===== src/rtl/param_loader_pkg.sv =====
// Shared conv-weight loader definitions: parameter sizing, layer word counts, FSM encoding
// and the byte-stream to parameter-word reordering helper.
package param_loader_pkg;

  localparam int unsigned PARSIZE        = 16;
  localparam int unsigned NUM_PARAMS     = 9;
  localparam int unsigned WORD_W         = PARSIZE * NUM_PARAMS;
  localparam int unsigned BYTE_W         = 8;
  localparam int unsigned BYTES_PER_WORD = WORD_W / BYTE_W;
  localparam int unsigned BYTE_CNT_W     = 5;
  localparam int unsigned ADDR_W         = 12;

  localparam logic [ADDR_W-1:0] CONV1_WORDS     = 12'd16;
  localparam logic [ADDR_W-1:0] CONV2_WORDS     = 12'd512;
  localparam logic [ADDR_W-1:0] CONV3_WORDS     = 12'd2048;
  localparam logic [ADDR_W-1:0] TOTAL_WORDS_DEF = CONV1_WORDS + CONV2_WORDS + CONV3_WORDS;

  localparam logic [BYTE_CNT_W-1:0] LAST_BYTE = BYTE_CNT_W'(BYTES_PER_WORD - 1);

  typedef enum logic [1:0] {
    ST_IDLE  = 2'd0,
    ST_RECV  = 2'd1,
    ST_WRITE = 2'd2,
    ST_DONE  = 2'd3
  } state_t;

  // Shift register holds byte 0 at the top; param k must land at bits [16k+15:16k].
  function automatic logic [WORD_W-1:0] order_params(input logic [WORD_W-1:0] sr);
    logic [WORD_W-1:0] w;
    w = '0;
    for (int unsigned k = 0; k < NUM_PARAMS; k++) begin
      w[k*PARSIZE +: PARSIZE] = sr[WORD_W-1-k*PARSIZE -: PARSIZE];
    end
    return w;
  endfunction

endpackage


===== src/rtl/param_loader_word_assembler.sv =====
// Shifts in 18 stream bytes and captures the reordered 144-bit word when the last one arrives.
module param_loader_word_assembler
  import param_loader_pkg::*;
(
  input  logic              clk,
  input  logic              rst,
  input  logic              shift_en,
  input  logic              capture,
  input  logic [BYTE_W-1:0] in_byte,
  output logic [WORD_W-1:0] word
);

  logic [WORD_W-1:0] sr;
  logic [WORD_W-1:0] sr_next;

  assign sr_next = {sr[WORD_W-BYTE_W-1:0], in_byte};

  // word only changes on capture so it holds the last written value between writes
  always_ff @(posedge clk or posedge rst) begin
    if (rst) begin
      sr   <= '0;
      word <= '0;
    end else begin
      if (shift_en) sr <= sr_next;
      if (capture) word <= order_params(sr_next);
    end
  end

endmodule


===== src/rtl/param_loader.sv =====
// Loads conv weights from a byte stream into mem_conv_w port B, one 144-bit word per 18 bytes.
module param_loader
  import param_loader_pkg::*;
#(
  parameter logic [ADDR_W-1:0] TOTAL_WORDS = TOTAL_WORDS_DEF,
  parameter logic [ADDR_W-1:0] BASE_ADDR   = 12'd0
) (
  input  logic              clk,
  input  logic              rst,
  input  logic              start,
  input  logic              in_valid,
  input  logic [BYTE_W-1:0] in_data,
  output logic              in_ready,
  output logic              wr_en,
  output logic [ADDR_W-1:0] wr_addr,
  output logic [WORD_W-1:0] wr_data,
  output logic              busy,
  output logic              done
);

  localparam logic [ADDR_W-1:0] LAST_WORD = TOTAL_WORDS - ADDR_W'(1);

  state_t                  state;
  logic [ADDR_W-1:0]       word_cnt;
  logic [BYTE_CNT_W-1:0]   byte_cnt;
  logic                    accept;
  logic                    last_byte;

  assign accept    = in_valid && in_ready;
  assign last_byte = accept && (byte_cnt == LAST_BYTE);

  param_loader_word_assembler u_asm (
    .clk      (clk),
    .rst      (rst),
    .shift_en (accept),
    .capture  (last_byte),
    .in_byte  (in_data),
    .word     (wr_data)
  );

  // Outputs are registered alongside the state so they always reflect the current state.
  always_ff @(posedge clk or posedge rst) begin
    if (rst) begin
      state    <= ST_IDLE;
      word_cnt <= '0;
      byte_cnt <= '0;
      in_ready <= 1'b0;
      wr_en    <= 1'b0;
      wr_addr  <= '0;
      busy     <= 1'b0;
      done     <= 1'b0;
    end else begin
      wr_en <= 1'b0;
      case (state)
        ST_IDLE, ST_DONE: begin
          if (start) begin
            state    <= ST_RECV;
            word_cnt <= '0;
            byte_cnt <= '0;
            in_ready <= 1'b1;
            busy     <= 1'b1;
            done     <= 1'b0;
          end
        end
        ST_RECV: begin
          if (accept) begin
            if (last_byte) begin
              state    <= ST_WRITE;
              byte_cnt <= '0;
              in_ready <= 1'b0;
              wr_en    <= 1'b1;
              wr_addr  <= BASE_ADDR + word_cnt;
            end else begin
              byte_cnt <= byte_cnt + BYTE_CNT_W'(1);
            end
          end
        end
        ST_WRITE: begin
          if (word_cnt < LAST_WORD) begin
            state    <= ST_RECV;
            word_cnt <= word_cnt + ADDR_W'(1);
            in_ready <= 1'b1;
          end else begin
            state <= ST_DONE;
            busy  <= 1'b0;
            done  <= 1'b1;
          end
        end
        default: begin
          state    <= ST_IDLE;
          in_ready <= 1'b0;
          busy     <= 1'b0;
          done     <= 1'b0;
        end
      endcase
    end
  end

endmodule


===== config.mk =====
export PLATFORM = sky130hd
export DESIGN_NAME = param_loader
export DESIGN_NICKNAME = d
export VERILOG_FILES = /design/src/rtl/param_loader_pkg.sv /design/src/rtl/param_loader_word_assembler.sv /design/src/rtl/param_loader.sv
export SDC_FILE = /design/constraint.sdc
export NUM_CORES = 1
export LEC_CHECK = 0
export CELL_PAD_IN_SITES_DETAIL_PLACEMENT = 0
export CELL_PAD_IN_SITES_GLOBAL_PLACEMENT = 2
export CORE_ASPECT_RATIO = 0.6
export CORE_UTILIZATION = 37
export CTS_BUF_LIST = sky130_fd_sc_hd__clkbuf_4
export DETAILED_ROUTE_END_ITERATION = 12
export PLACE_DENSITY = 0.85
export SLEW_MARGIN = 5
export SYNTH_ARGS = -nofsm -noshare
export SYNTH_HDL_FRONTEND = slang
export SYNTH_SLANG_ARGS = --single-unit

===== constraint.sdc =====
create_clock -name clk -period 12.58 [get_ports clk]
set_input_delay 3.774 -clock clk [delete_from_list [all_inputs] [get_ports clk]]
set_output_delay 3.774 -clock clk [all_outputs]
set_load 0.02 [all_outputs]

==> results.json <==
{
  "critPathCaptureType": "flop",
  "synthTopCellsByArea": "dfrtp_1 (65%), mux2_2 (27%), buf_2 (0.94%)",
  "grt_pass1_wl_um": 42300,
  "clk_latency_ns": 0.73,
  "postSynthAreaPerCell_um2": 15.7,
  "final_antenna_net_count": 0,
  "status": "finished, final reports clean",
  "min_to": "wr_addr[10]",
  "relSlewSlack_pct": 29.9,
  "critPathKind": "input pin to flop",
  "muxShareOfSynthArea_pct": 27.0,
  "cts_buffers": 78,
  "finalSetupViolations": 0,
  "cp_data_arrival_time_ns": 6.91,
  "synthSimpleGateAreaFrac_pct": 3.01,
  "gp_congestion": 0.761,
  "r2r_cells": 5,
  "synth_top_family_by_area": "multiplexers",
  "first_pass_iters": 4,
  "rr_endpoint": "state[1]",
  "avgViaCountPerCell": 4.88,
  "clock-sinks": 315,
  "period_share_pct": 50.0,
  "design.core.area_um2": 32400,
  "synth-edff-count": 0,
  "track_usage_pct": 16.2,
  "max-vdd-ir-drop_mv": 0.121,
  "timing.final.max_slew_violations": 0,
  "post_cts_buffers": 0,
  "fin_crit_ns": 6.29,
  "ys_ff_latch": 315,
  "clockBufferDepth": 3,
  "critPathLaunchType": "input pin",
  "hold_start": "wr_addr[10]",
  "max_freq_mhz": 159,
  "fin_skew_ns": 0.0422,
  "io-pin-count": 172,
  "drc": 0,
  "ys_warn_count": 0,
  "h-tree-depth": 3,
  "die_area_um2": 33700,
  "drt_iter0_markers": 425,
  "fin_hold_ws_ns": 0.491,
  "synth_most_common_cell": "dfrtp_1",
  "leakagePower_uw": 0.00690,
  "final_nets": 1012,
  "syn_to_final_growth_pct": 25.3,
  "synth_compound_area_share_pct": 2.83,
  "start_util_pct": 37.6,
  "synth_common_cells": "dfrtp_1 (315), mux2_2 (291), buf_2 (23)",
  "worstReg2RegStart": "in_ready",
  "synth-xor-area-share_pct": 0,
  "wire_per_inst_um": 17.7,
  "grt_pass1_vias": 7554,
  "via_count": 7194,
  "ctsResizeCount": 0,
  "cts_tree": "yes",
  "rows": 51,
  "port_buffers": 171,
  "grt_overflow": 0,
  "synth.top_cell.area_share_pct": 64.6,
  "final_hold_viol_count": 0,
  "drive_above_1_share_pct": 41.3,
  "antenna_cells": 0,
  "worst_ep_required_time_ns": 13.20,
  "holdPathStages": 2,
  "synth_largest_area_cell": "dfrtp_1",
  "synthArstFlopShare_pct": 100,
  "die-height_um": 143,
  "synth_cells": 778,
  "power_density_nw_per_um2": 253,
  "grt_antenna_before_repair": 0,
  "grt_max_degree": 92,
  "fp.dieW_um": 236,
  "cp_max_fo": 60,
  "rsz0062_at_grt": "false",
  "worst_pin_slew_ns": 1.05,
  "dominantRegCellSynth": "dfrtp_1",
  "synthesis.nets": 796,
  "synth_area_um2": 12200,
  "hp-class": "flop to flop",
  "wl_um": 26000,
  "hold_buffers": 0,
  "cts_root_buffer": "clkbuf_4",
  "regArea_um2": 7880,
  "synth_fa_ha_area_share_pct": 0.615,
  "seq_area_frac_synth_pct": 64.6,
  "r2r_slack_ns": 9.43,
  "drv_cap": 0,
  "nFillCells": 2922,
  "yosysUniqueCellTypes": 47,
  "multi_input_area_um2": 4100,
  "tns_ns": 0,
  "clkTransAtPathRegs_ns": 0.07,
  "dp_hpwl_um": 16500
}
==> routing by layer <==
metal	vias to the layer above	track usage (%)	part of all wire (%)
met4	0	6.19	1.8
met1	3687	22.9	49
met2	179	22.1	42
met3	42	6.36	7.3
met5	-	0	0
li1	3286	-	-
==> layout by cell type (no fill, tap or decap), types with 2 or more instances in the layout <==
cell and count:
o21ai_0 12, o22ai_1 2, or3_1 3, clkinv_1 16, inv_1 9, nor2_1 5
inv_2 2, nand4_1 2, a21o_1 3, a32o_1 2, nor4_1 2, a31oi_1 11
mux2_2 291, nor3_1 2, and4bb_2 2, clkbuf_4 116, a21oi_1 2, nand2_1 18
nand3_1 16, ha_1 6, nand4b_1 4, clkdlybuf4s50_1 171, mux2i_1 2, buf_4 6
nand2_4 2, clkinv_2 2, dfrtp_1 315, or2_2 4
==> area by class of cell <==
class                           count  area share, %
Clock buffer                      116           5.69
Clock inverter                     21          0.703
Inverter                           10          0.294
Multi-Input combinational cell    412           26.8
Sequential cell                   315           51.5
Tap cell                          424           3.47
Timing Repair Buffer              177           11.5
==> cell families (layout without fill, tap and decap cells) <==
group	count (synthesis)	in the layout
AND/OR/NAND/NOR	67	67
multiplexers	293	293
AO/OA/AOI/OAI	46	46
buffers and inverters	51	324
flip-flops	315	315
adder cells (fa/ha/maj)	6	6
==> metrics by stage <==
step / total power (uW) / cell area [um^2] / utilization, % / instances / worst slack (ns)
6_report: 3870 / 15300 / 47.2 / 1475 / 6.29
5_1_grt: 4130 / 15300 / 47.2 / 1475 / 6.13
4_1_cts: 3940 / 15300 / 47.2 / 1475 / 6.26
3_5_place_dp: 3070 / 14300 / 44.2 / 1338 / 5.44
3_3_place_gp: 3030 / 14300 / 44.2 / 1338 / 5.49
2_1_floorplan: 2440 / 12200 / - / 778 / 0.0915
==> power breakdown <==
group / switching, uW / total (uW) / internal (uW)
logic: 561 / 1280 / 723
registers: 308 / 1750 / 1440
clock network: 400 / 842 / 442
total: 1270 / 3870 / 2600
==> worst max-delay path, stage by stage <==
cell,delay (ns)
clkdlybuf4s50_1,0.56
and2_4,0.77
nand2_4,0.62
buf_4,0.55
a21o_1,0.29
a211o_1,0.28
==> how the worst max path moves through the flow <==
stage,start,end,slack [ns],cells after the start
floorplan,rst,busy,0.09,1
global placement,in_valid,state[1],5.49,6
detailed placement,in_valid,state[1],5.44,6
CTS,in_valid,in_ready,6.26,6
global route,in_valid,state[1],6.13,6
finish,in_valid,state[1],6.29,6
==> registers in the layout (all words and copies together), names as in the netlist <==
signal	flops
state	2
wr_addr	12
word_cnt	12
busy	1
byte_cnt	5
in_ready	1
done	1
wr_en	1
u_asm.word	144
u_asm.sr	136
No activity file was read; power rests on OpenSTA's default activity.
